$ cat src/rtl/fft_cache_mm_sl_mc_if.sv
// -----------------------------------------------------------------------------
// fft_cache_mm_sl_mc_if
// Avalon-MM bus bundle between the interconnect (master) and the FFT result
// cache slave.
//   av_read_ih / av_write_ih     : read / write request from the master
//   av_addr_id                   : byte address
//   av_write_data_id             : write data
//   av_waitrequest_oh            : slave stalls the current request
//   av_read_data_od              : read data
//   av_read_data_valid_oh        : av_read_data_od is valid this cycle
// -----------------------------------------------------------------------------
interface fft_cache_mm_sl_mc_if #(
    parameter int P_LB_ADDR_W = 12,
    parameter int P_LB_DATA_W = 32
);
    logic                   av_read_ih;
    logic                   av_write_ih;
    logic [P_LB_ADDR_W-1:0] av_addr_id;
    logic [P_LB_DATA_W-1:0] av_write_data_id;
    logic                   av_waitrequest_oh;
    logic [P_LB_DATA_W-1:0] av_read_data_od;
    logic                   av_read_data_valid_oh;

    modport master (
        output av_read_ih, av_write_ih, av_addr_id, av_write_data_id,
        input  av_waitrequest_oh, av_read_data_od, av_read_data_valid_oh
    );

    modport slave (
        input  av_read_ih, av_write_ih, av_addr_id, av_write_data_id,
        output av_waitrequest_oh, av_read_data_od, av_read_data_valid_oh
    );
endinterface

$ cat src/rtl/fft_cache_mm_sl_mc.sv
// -----------------------------------------------------------------------------
// fft_cache_mm_sl_mc
// Avalon-MM slave giving the host pipelined, in-order read access to a bank of
// FFT result RAMs that share one read address. A small register space drives a
// freeze handshake with the FFT engine so RAM reads only happen while the
// spectra are stable (RAM reads stall until the engine has acknowledged).
//
// Ports:
//   av_clk_ir               : clock
//   av_rst_il               : asynchronous active-low reset
//   av                      : Avalon-MM slave bundle (see fft_cache_mm_sl_mc_if)
//   fft_res_ram_rd_addr_od  : shared RAM word address, combinational from av
//   fft_res_ram_data_id     : RAM read data, channel k at [k*W +: W]
//   fft_freeze_req_oh       : ask the engine to stop updating the RAMs
//   fft_freeze_ack_ih       : engine confirms the RAMs are frozen
//
// Register map (address MSB = 1, word index = addr[3:2]):
//   0 CTRL   : bit0 freeze_en (RW)
//   1 STATUS : bit0 frozen (RO), bit1 wr_err (sticky, write 1 to clear)
//   2 RD_CNT : accepted RAM reads, saturating; any write clears it
//   3        : reads 0, writes ignored
// -----------------------------------------------------------------------------
module fft_cache_mm_sl_mc #(
    parameter int P_LB_ADDR_W      = 12,
    parameter int P_LB_DATA_W      = 32,
    parameter int P_FFT_RAM_ADDR_W = 7,
    parameter int P_FFT_RAM_DATA_W = 32,
    parameter int P_CHNL_SEL_W     = 2,
    parameter int P_RD_DELAY       = 2,
    parameter int P_RD_CNT_W       = 16
) (
    input  logic                                              av_clk_ir,
    input  logic                                              av_rst_il,
    fft_cache_mm_sl_mc_if.slave                               av,
    output logic [P_FFT_RAM_ADDR_W-1:0]                       fft_res_ram_rd_addr_od,
    input  logic [(2**P_CHNL_SEL_W)*P_FFT_RAM_DATA_W-1:0]     fft_res_ram_data_id,
    output logic                                              fft_freeze_req_oh,
    input  logic                                              fft_freeze_ack_ih
);

    localparam int P_NUM_CHNLS = 2**P_CHNL_SEL_W;
    localparam int LAST        = P_RD_DELAY - 1;

    typedef enum logic [1:0] {
        IDLE   = 2'd0,
        REQ    = 2'd1,
        FROZEN = 2'd2,
        REL    = 2'd3
    } state_t;

    state_t                    state;
    state_t                    state_nxt;

    logic                      freeze_en;
    logic                      wr_err;
    logic [P_RD_CNT_W-1:0]     rd_cnt;

    logic                      addr_msb;
    logic [1:0]                reg_idx;
    logic [P_CHNL_SEL_W-1:0]   chnl;
    logic                      accept;
    logic                      ram_accept;
    logic                      reg_wr;
    logic                      bad_wr;
    logic [P_LB_DATA_W-1:0]    reg_rdata;
    logic [P_LB_DATA_W-1:0]    ram_word;

    // Read pipeline: one slot per RAM latency cycle.
    logic                      pipe_valid  [P_RD_DELAY];
    logic                      pipe_is_reg [P_RD_DELAY];
    logic [P_CHNL_SEL_W-1:0]   pipe_chnl   [P_RD_DELAY];
    logic [P_LB_DATA_W-1:0]    pipe_rdata  [P_RD_DELAY];

    // ------------------------------------------------------------------------
    // Address decode and handshake
    // ------------------------------------------------------------------------
    assign addr_msb               = av.av_addr_id[P_LB_ADDR_W-1];
    assign reg_idx                = av.av_addr_id[3:2];
    assign chnl                   = av.av_addr_id[2+P_FFT_RAM_ADDR_W +: P_CHNL_SEL_W];
    assign fft_res_ram_rd_addr_od = av.av_addr_id[2 +: P_FFT_RAM_ADDR_W];

    // Only RAM reads stall, and only until the engine has really frozen.
    assign av.av_waitrequest_oh = av.av_read_ih & ~addr_msb & (state != FROZEN);

    assign accept     = av.av_read_ih & ~av.av_waitrequest_oh;
    assign ram_accept = accept & ~addr_msb;

    // A write that coincides with a read is dropped; so is any RAM-space write.
    assign reg_wr = av.av_write_ih & ~av.av_read_ih & addr_msb;
    assign bad_wr = av.av_write_ih & (av.av_read_ih | ~addr_msb);

    assign fft_freeze_req_oh = (state == REQ) || (state == FROZEN);

    // NOTE: every always_comb assigns a default to each output first, so no
    // path through the block can leave a value unassigned and infer a latch.
    always_comb begin
        reg_rdata = '0;
        case (reg_idx)
            2'd0:    reg_rdata[0] = freeze_en;
            2'd1:    reg_rdata[1:0] = {wr_err, state == FROZEN};
            2'd2:    reg_rdata[P_RD_CNT_W-1:0] = rd_cnt;
            default: reg_rdata = '0;
        endcase
    end

    // ------------------------------------------------------------------------
    // Freeze FSM
    // ------------------------------------------------------------------------
    always_ff @(posedge av_clk_ir or negedge av_rst_il) begin
        if (!av_rst_il) state <= IDLE;
        else            state <= state_nxt;
    end

    always_comb begin
        state_nxt = state;
        case (state)
            IDLE:    if (freeze_en)          state_nxt = REQ;
            REQ:     if (!freeze_en)         state_nxt = REL;
                     else if (fft_freeze_ack_ih) state_nxt = FROZEN;
            FROZEN:  if (!freeze_en)         state_nxt = REL;
            REL:     if (!fft_freeze_ack_ih) state_nxt = IDLE;
            default:                         state_nxt = IDLE;
        endcase
    end

    // ------------------------------------------------------------------------
    // Registers
    // ------------------------------------------------------------------------
    // NOTE: clocked state uses non-blocking assignments so every register
    // samples the pre-edge values regardless of statement order.
    always_ff @(posedge av_clk_ir or negedge av_rst_il) begin
        if (!av_rst_il) begin
            freeze_en <= 1'b0;
            wr_err    <= 1'b0;
            rd_cnt    <= '0;
        end else begin
            if (reg_wr && reg_idx == 2'd0)
                freeze_en <= av.av_write_data_id[0];

            if (bad_wr)
                wr_err <= 1'b1;
            else if (reg_wr && reg_idx == 2'd1 && av.av_write_data_id[1])
                wr_err <= 1'b0;

            // Clear has priority over the increment.
            if (reg_wr && reg_idx == 2'd2)
                rd_cnt <= '0;
            else if (ram_accept && rd_cnt != '1)
                rd_cnt <= rd_cnt + 1'b1;
        end
    end

    // ------------------------------------------------------------------------
    // Read pipeline and output register
    // ------------------------------------------------------------------------
    // NOTE: the pipeline payload is reset along with the valid bits because a
    // reset must discard in-flight reads completely; these are a few flops,
    // not a RAM, so the reset costs nothing structurally.
    always_ff @(posedge av_clk_ir or negedge av_rst_il) begin
        if (!av_rst_il) begin
            for (int i = 0; i < P_RD_DELAY; i++) begin
                pipe_valid[i]  <= 1'b0;
                pipe_is_reg[i] <= 1'b0;
                pipe_chnl[i]   <= '0;
                pipe_rdata[i]  <= '0;
            end
        end else begin
            pipe_valid[0]  <= accept;
            pipe_is_reg[0] <= addr_msb;
            pipe_chnl[0]   <= chnl;
            pipe_rdata[0]  <= reg_rdata;
            for (int i = 1; i < P_RD_DELAY; i++) begin
                pipe_valid[i]  <= pipe_valid[i-1];
                pipe_is_reg[i] <= pipe_is_reg[i-1];
                pipe_chnl[i]   <= pipe_chnl[i-1];
                pipe_rdata[i]  <= pipe_rdata[i-1];
            end
        end
    end

    // RAM data for the oldest read is on the bus while it sits in the last slot.
    always_comb begin
        ram_word = '0;
        ram_word[P_FFT_RAM_DATA_W-1:0] =
            fft_res_ram_data_id[int'(pipe_chnl[LAST])*P_FFT_RAM_DATA_W +: P_FFT_RAM_DATA_W];
    end

    always_ff @(posedge av_clk_ir or negedge av_rst_il) begin
        if (!av_rst_il) begin
            av.av_read_data_valid_oh <= 1'b0;
            av.av_read_data_od       <= '0;
        end else begin
            av.av_read_data_valid_oh <= pipe_valid[LAST];
            if (pipe_valid[LAST])
                av.av_read_data_od <= pipe_is_reg[LAST] ? pipe_rdata[LAST] : ram_word;
        end
    end

endmodule

$ cat src/flat_wrapper.sv
// flat-port wrapper written by rule: the top's interface ports become plain ports
module fft_cache_mm_sl_mc_flat 
#(
    parameter int P_LB_ADDR_W      = 12,
    parameter int P_LB_DATA_W      = 32,
    parameter int P_FFT_RAM_ADDR_W = 7,
    parameter int P_FFT_RAM_DATA_W = 32,
    parameter int P_CHNL_SEL_W     = 2,
    parameter int P_RD_DELAY       = 2,
    parameter int P_RD_CNT_W       = 16
)
  (av_clk_ir, av_rst_il, fft_res_ram_rd_addr_od, fft_res_ram_data_id, fft_freeze_req_oh, fft_freeze_ack_ih, av_av_read_ih, av_av_write_ih, av_av_addr_id, av_av_write_data_id, av_av_waitrequest_oh, av_av_read_data_od, av_av_read_data_valid_oh);
  fft_cache_mm_sl_mc_if #(.P_LB_ADDR_W(P_LB_ADDR_W), .P_LB_DATA_W(P_LB_DATA_W)) av_i ();
  input  logic av_clk_ir;
  input  logic av_rst_il;
  output logic [P_FFT_RAM_ADDR_W-1:0] fft_res_ram_rd_addr_od;
  input  logic [(2**P_CHNL_SEL_W)*P_FFT_RAM_DATA_W-1:0] fft_res_ram_data_id;
  output logic fft_freeze_req_oh;
  input  logic fft_freeze_ack_ih;
  input wire logic [$bits(av_i.av_read_ih)-1:0] av_av_read_ih;
  input wire logic [$bits(av_i.av_write_ih)-1:0] av_av_write_ih;
  input wire logic [$bits(av_i.av_addr_id)-1:0] av_av_addr_id;
  input wire logic [$bits(av_i.av_write_data_id)-1:0] av_av_write_data_id;
  output wire logic [$bits(av_i.av_waitrequest_oh)-1:0] av_av_waitrequest_oh;
  output wire logic [$bits(av_i.av_read_data_od)-1:0] av_av_read_data_od;
  output wire logic [$bits(av_i.av_read_data_valid_oh)-1:0] av_av_read_data_valid_oh;
  assign av_i.av_read_ih = av_av_read_ih;
  assign av_i.av_write_ih = av_av_write_ih;
  assign av_i.av_addr_id = av_av_addr_id;
  assign av_i.av_write_data_id = av_av_write_data_id;
  assign av_av_waitrequest_oh = av_i.av_waitrequest_oh;
  assign av_av_read_data_od = av_i.av_read_data_od;
  assign av_av_read_data_valid_oh = av_i.av_read_data_valid_oh;
  fft_cache_mm_sl_mc #(.P_LB_ADDR_W(P_LB_ADDR_W), .P_LB_DATA_W(P_LB_DATA_W), .P_FFT_RAM_ADDR_W(P_FFT_RAM_ADDR_W), .P_FFT_RAM_DATA_W(P_FFT_RAM_DATA_W), .P_CHNL_SEL_W(P_CHNL_SEL_W), .P_RD_DELAY(P_RD_DELAY), .P_RD_CNT_W(P_RD_CNT_W)) u_core (.av_clk_ir(av_clk_ir), .av_rst_il(av_rst_il), .av(av_i), .fft_res_ram_rd_addr_od(fft_res_ram_rd_addr_od), .fft_res_ram_data_id(fft_res_ram_data_id), .fft_freeze_req_oh(fft_freeze_req_oh), .fft_freeze_ack_ih(fft_freeze_ack_ih));
endmodule
$ cat config.mk
export PLATFORM = sky130hd
export DESIGN_NAME = fft_cache_mm_sl_mc_flat
export DESIGN_NICKNAME = d
export VERILOG_FILES = /design/src/rtl/fft_cache_mm_sl_mc_if.sv /design/src/rtl/fft_cache_mm_sl_mc.sv /design/src/flat_wrapper.sv
export SDC_FILE = /design/constraint.sdc
export NUM_CORES = 1
export LEC_CHECK = 0
export CAP_MARGIN = 20
export CORE_MARGIN = 1.5
export CORE_UTILIZATION = 60
export CTS_CLUSTER_DIAMETER = 150
export DETAILED_ROUTE_END_ITERATION = 7
export DONT_BUFFER_PORTS = 1
export GPL_ROUTABILITY_DRIVEN = 1
export HOLD_SLACK_MARGIN = 0.05
export PLACE_DENSITY = 0.76
export SLEW_MARGIN = 15
export SYNTH_ARGS = -nofsm -noshare
export SYNTH_HDL_FRONTEND = slang
export SYNTH_SLANG_ARGS = --single-unit
$ cat constraint.sdc
create_clock -name av_clk_ir -period 2.4 [get_ports av_clk_ir]
set_clock_uncertainty 0.15 [all_clocks]
set_input_delay 0.6 -clock av_clk_ir [delete_from_list [all_inputs] [get_ports av_clk_ir]]
set_output_delay 0.6 -clock av_clk_ir [all_outputs]
set_load 0.02 [all_outputs]
==> impl_metrics.toml, run 1 <==
[status]
violated_checks = "negative hold slack"
result_of_the_run = "finished, violations left"

[placement]
place.port_buffers = 0
place.gp.congestion = 0.860
hpwl_after_detailed_placement_mm = 8.11

[logic_synthesis]
post_synth_inst_count = 391
syn_area_sq_um = 4680
syn_nets = 578
ys_top_cells_by_area = "sky130_fd_sc_hd__dfrtp_1, sky130_fd_sc_hd__mux4_2, sky130_fd_sc_hd__mux2i_1, sky130_fd_sc_hd__inv_1, sky130_fd_sc_hd__ha_1"
synth-edff-count = 0
ys_warn_count = 0
ys_seq_elements = 93
synth_seq_area_share_pct = 49.7
mean_area_per_synthesized_cell_sq_um = 12.0
synth_largest_area_cell = "sky130_fd_sc_hd__dfrtp_1"
synth.lib_cells_used.distinct = 45
synthArstFlopShare_pct = 100
synth_top_flop_cell = "sky130_fd_sc_hd__dfrtp_1"
post-synth-top-area-fraction_pct = 49.7

[critical_path]
max_fanout_on_critical_path = 4
timing.critical_path.arrival_ns = 1.53
timing.critical_path.required_ns = 1.65
cp-start-kind = "register"
worstSetupPathType = "reg2out"
end_kind = "primary output"

[job]
max_cap_violations = 0

[clocking]
tritoncts_num_sinks = 93
cts_resized = 0
numCtsBuffers = 9
clkLatencyLatePin_ns = 0.37
htreeDepth = 3
clkSlewWorstSetupHoldPaths_ns = 0.10
clock_tree.root_cell = "sky130_fd_sc_hd__clkbuf_8"
clock_tree.buffer_depth = 2
tritoncts = "done"
post_cts_setup_buffer_count = 0

[cells_and_area]
drive_gt1_share_pct = 16.4
layout_commonest_cell = "sky130_fd_sc_hd__dfrtp_1"
most-common-layout-cells = "sky130_fd_sc_hd__dfrtp_1, sky130_fd_sc_hd__inv_1, sky130_fd_sc_hd__mux4_2"
final.fill_count = 576
layout-area-overhead-vs-synth_pct = 5.37
top_regs = "u_core.av.av_read_data_od: 32 flops, u_core.pipe_rdata: 32 flops, u_core.rd_cnt: 16 flops"
layout.nets = 567

[timing]
rsz_0062_raised_after_global_routing = "no"
timing.hold.ws_ns = -0.243
setup_tns_ns = 0
layout_worst_path_cycle_share_pct = 95.1
tightest_slew_ns = 0.661
worst_slew_margin_rel_pct = 55.9
count_of_endpoints_failing_setup_in_the_final_report = 0
period_minus_slack_ns = 2.28
fmax_ghz = 0.438
slew_viol_final = 0
final-hold-violation-count = 93

[floorplan]
fp.dieH_um = 91.3
core_area_sq_um = 7650
fp.dieW_um = 91.3
full_die_area_sq_um = 8340
core.rowCount = 32
effective_utilization_at_floorplan_pct = 61.2
io-pin-count = 219

[detailed_routing]
drc = 0
vias_per_cell = 6.42
wirelength_met1_mm = 3.89
vias = 3140
routed-wl-met3_mm = 1.10
detailroute.wirelength.met2_mm = 5.48
highest_layer = "met5"
drt_iter0_drc = 206
route.final.wire_length_mm = 10.8
drt_pass1_iterations = 4
postRouteAntennaNets = 0
detail_route.wl_per_cell_um = 22.2

[grt]
via_count_of_the_first_global_routing_pass = 3174
maximum_number_of_pins_on_one_net_before_global_route_repair = 94
track_usage_pct = 26.9
grt_pass1_wl_mm = 17.0
grt_antenna_before_repair = 4
grt-ovfl-total = 0

[worst_hold_path]
min-delay-path-class = "in2async"

[pwr]
worst_ir_drop_vdd_mv = 0.448
static_power_due_to_leakage_uw = 0.00222
power_density_nw_per_um2 = 741
## layout make-up
cell class	count	area (sq um)	share of cell area (%)
Clock buffer	9	124	2.51
Timing Repair Buffer	8	85.1	1.73
Multi-Input combinational cell	229	2050	41.6
Antenna cell	2	5.00	0.101
Sequential cell	93	2330	47.2
Tap cell	102	128	2.59
Clock inverter	7	65.1	1.32
Inverter	39	146	2.97
## critical path, stage by stage, from the launching register on
cell,delay [ns]
sky130_fd_sc_hd__dfrtp_1,0.41
sky130_fd_sc_hd__inv_1,0.11
sky130_fd_sc_hd__ha_1,0.26
sky130_fd_sc_hd__nor3b_1,0.22
sky130_fd_sc_hd__buf_4,0.18
## synthesized netlist by cell type (3+ instances only)
master and count:
sky130_fd_sc_hd__dfrtp_1 93, sky130_fd_sc_hd__nand3_1 10, sky130_fd_sc_hd__nand2_1 11, sky130_fd_sc_hd__mux2i_1 21, sky130_fd_sc_hd__nor3_1 7, sky130_fd_sc_hd__inv_1 39
sky130_fd_sc_hd__a31oi_1 3, sky130_fd_sc_hd__a21oi_1 20, sky130_fd_sc_hd__mux2_2 3, sky130_fd_sc_hd__nand4_1 11, sky130_fd_sc_hd__mux4_2 32, sky130_fd_sc_hd__clkbuf_1 12
sky130_fd_sc_hd__o211ai_1 4, sky130_fd_sc_hd__and2_1 14, sky130_fd_sc_hd__buf_2 8, sky130_fd_sc_hd__o22ai_1 16, sky130_fd_sc_hd__nand2b_1 3, sky130_fd_sc_hd__buf_4 9
sky130_fd_sc_hd__and4_1 6, sky130_fd_sc_hd__nor2_1 25, sky130_fd_sc_hd__ha_1 10, sky130_fd_sc_hd__nor2b_1 3
## final timing paths
kind,endpoint,cells after the start,from,slack [ns]
worst max-delay path,av_av_waitrequest_oh,4,u_core.state[0],0.12
worst min-delay path,u_core.av.av_read_data_od[14],0,av_rst_il,-0.24
worst max register to register,u_core.rd_cnt[14],5,u_core.state[0],0.26
worst min register to register,u_core.pipe_rdata[8],0,u_core.pipe_rdata[40],0.19
max in group asynchronous,u_core.pipe_chnl[0],0,av_rst_il,2.20
min in group av_clk_ir,u_core.pipe_chnl[3],0,av_av_addr_id[10],0.10
## where the power goes
part           internal [uW]  switching (uW)  leakage (uW)  total, uW
Clock                    402             598     0.0000943        999
Combinational            304             325      0.000913        630
Sequential              1740             289       0.00121       2030
## metrics by stage
stage / instances / total power, uW / setup slack, ns / instance area (sq um) / util, %
floorplan: 391 / 2550 / 0.365 / 4680 / -
global placement: 471 / 2640 / 0.336 / 4740 / 61.9
detailed placement: 471 / 2690 / 0.285 / 4740 / 61.9
CTS: 487 / 3690 / 0.0912 / 4930 / 64.4
global route: 488 / 3830 / 0.0340 / 4930 / 64.4
finish: 489 / 3660 / 0.118 / 4930 / 64.5
## per-layer routing
| metal | GRT usage (%) | vias up |
|---|---|---|
| li1 | - | 1396 |
| met1 | 33.7 | 1527 |
| met2 | 42.7 | 184 |
| met3 | 9.05 | 29 |
| met4 | 12.1 | 4 |
| met5 | 0 | - |
## logic make-up after synthesis
| kind of cell | share of synthesized area [%] |
|---|---|
| AO/OA/AOI/OAI | 7.83 |
| buffers and inverters | 6.47 |
| multiplexers | 20.6 |
| adder cells (fa/ha/maj) | 2.67 |
| AND/OR/NAND/NOR | 12.7 |
| flip-flops | 49.7 |
Note: power is estimated with default switching activity, not from simulation.
==> run 2: changes to the inputs <==
HOLD_SLACK_MARGIN = 0.12   (was 0.05)
TNS_END_PERCENT = 30   (was unset)
==> run 2 against run 1 <==
Effect of this change:
- the run still ends with negative hold slack left
- sequential cell count unchanged
- count of clock-buffer cells in the layout did not move
- non-clock buffer count increased by 3
- critical path depth is the same
- first-iteration DRC count did not move
- largest cell class unchanged
- largest power group unchanged
==> impl_metrics.toml, run 2 (synthesis results as in run 1) <==
[job]
max_cap_violations = 0

[cells_and_area]
layout-area-overhead-vs-synth_pct = 6.02
multiInputGateArea_sq_um = 2050
postLayoutCellArea_sq_um = 4960
final.fill_count = 573
top_regs = "u_core.av.av_read_data_od: 32 flops, u_core.pipe_rdata: 32 flops, u_core.rd_cnt: 16 flops"
area.sequential_sq_um = 2330
most-common-layout-cells = "sky130_fd_sc_hd__dfrtp_1, sky130_fd_sc_hd__inv_1, sky130_fd_sc_hd__mux4_2"
layout_commonest_cell = "sky130_fd_sc_hd__dfrtp_1"
drive_gt1_share_pct = 16.2
layout.nets = 570

[grt]
grt-ovfl-total = 0
grt_pass1_wl_mm = 17.0
via_count_of_the_first_global_routing_pass = 3183
grt_antenna_before_repair = 4
track_usage_pct = 27.0
maximum_number_of_pins_on_one_net_before_global_route_repair = 94

[floorplan]
full_die_area_sq_um = 8340
fp.dieW_um = 91.3
io-pin-count = 219
effective_utilization_at_floorplan_pct = 61.2
core_area_sq_um = 7650
core.rowCount = 32
fp.dieH_um = 91.3

[timing]
slew_viol_final = 0
tightest_slew_ns = 0.650
worst_slew_margin_rel_pct = 56.7
period_minus_slack_ns = 2.28
timing.hold.ws_ns = -0.240
rsz_0062_raised_after_global_routing = "no"
final-hold-violation-count = 93
layout_worst_path_cycle_share_pct = 95.1
fmax_ghz = 0.438
setup_tns_ns = 0
count_of_endpoints_failing_setup_in_the_final_report = 0

[status]
violated_checks = "negative hold slack"
result_of_the_run = "finished, violations left"

[clocking]
clock_tree.root_cell = "sky130_fd_sc_hd__clkbuf_8"
ctsHoldBuffers = 3
tritoncts = "done"
numCtsBuffers = 9
clock_tree.buffer_depth = 2
clkLatencyLatePin_ns = 0.37
clkSlewWorstSetupHoldPaths_ns = 0.10
post_cts_setup_buffer_count = 0
cts_resized = 0
htreeDepth = 3
tritoncts_num_sinks = 93

[critical_path]
max_fanout_on_critical_path = 4
worst_r2r_path_depth = 5
timing.critical_path.slowest_stage_cell = "sky130_fd_sc_hd__dfrtp_1"
setup.reg_to_reg.worst_slack_ns = 0.26
worstSetupPathType = "reg2out"
cp-start-kind = "register"
timing.critical_path.arrival_ns = 1.53
crit_path_cell_trace = "inv_1 -> ha_1 -> nor3b_1 -> buf_4"
timing.critical_path.required_ns = 1.65
end_kind = "primary output"
worst_path_largest_cell_delay_ns = 0.41

[placement]
hpwl_after_detailed_placement_mm = 8.11
place.port_buffers = 0
place_area_sq_um = 4740
place.gp.congestion = 0.860

[pwr]
worst_ir_drop_vdd_mv = 0.449
power_density_nw_per_um2 = 737
static_power_due_to_leakage_uw = 0.00223

[detailed_routing]
route.final.wire_length_mm = 10.8
vias_per_cell = 6.36
drt_pass1_iterations = 5
drt_iter0_drc = 206
detail_route.wl_per_cell_um = 22.0
vias = 3129
drc = 0
postRouteAntennaNets = 0

[worst_hold_path]
min-delay-path-class = "in2async"
[run 2: through the flow]
stage | instances | power [uW] | utilization, % | hold slack, ns | setup slack, ns
6_report | 492 | 3660 | 64.9 | -0.240 | 0.118
5_1_grt | 491 | 3840 | 64.8 | -0.264 | 0.0340
4_1_cts | 490 | 3690 | 64.8 | -0.252 | 0.0912
3_5_place_dp | 471 | 2690 | 61.9 | 0.157 | 0.285
3_3_place_gp | 471 | 2640 | 61.9 | 0.156 | 0.336
2_1_floorplan | 391 | 2550 | - | 0.154 | 0.365
[run 2: layer usage]
| layer | up-vias | wire length [um] | track usage, % |
|---|---|---|---|
| met3 | 33 | 1100 | 9.05 |
| met2 | 183 | 5430 | 42.8 |
| met4 | 4 | 325 | 12.1 |
| li1 | 1402 | - | - |
| met5 | - | 26 | 0 |
| met1 | 1507 | 3960 | 33.7 |
[run 2: critical path, delay by kind of cell (launching register included)]
family                     cells  cell delay, ns
and+or+nand+nor                1            0.22
adders and majority gates      1            0.26
buffers and inverters          2            0.29
DFF                            1            0.41
[run 2: final cells by class]
class                   count  area share, %
well taps                 102           2.57
repair buffers             11           2.32
multi-input cells         229           41.3
flip-flops and latches     93           46.9
inverters                  39           2.95
diodes                      2          0.101
clock inverters             7           1.31
clock buffers               9           2.50
[run 2: path summary, 6_finish.rpt]
path	to	from
worst max-delay path	av_av_waitrequest_oh	u_core.state[0]
worst min-delay path	u_core.av.av_read_data_od[14]	av_rst_il
worst max register to register	u_core.rd_cnt[14]	u_core.state[0]
worst min register to register	u_core.pipe_rdata[8]	u_core.pipe_rdata[40]
max in group asynchronous	u_core.pipe_chnl[0]	av_rst_il
min in group av_clk_ir	u_core.pipe_rdata[8]	u_core.pipe_rdata[40]
[run 2: where the power goes]
part	switching (uW)	internal [uW]	leakage [uW]
clock network	596	402	0.0000943
logic	326	307	0.000925
registers	289	1740	0.00121
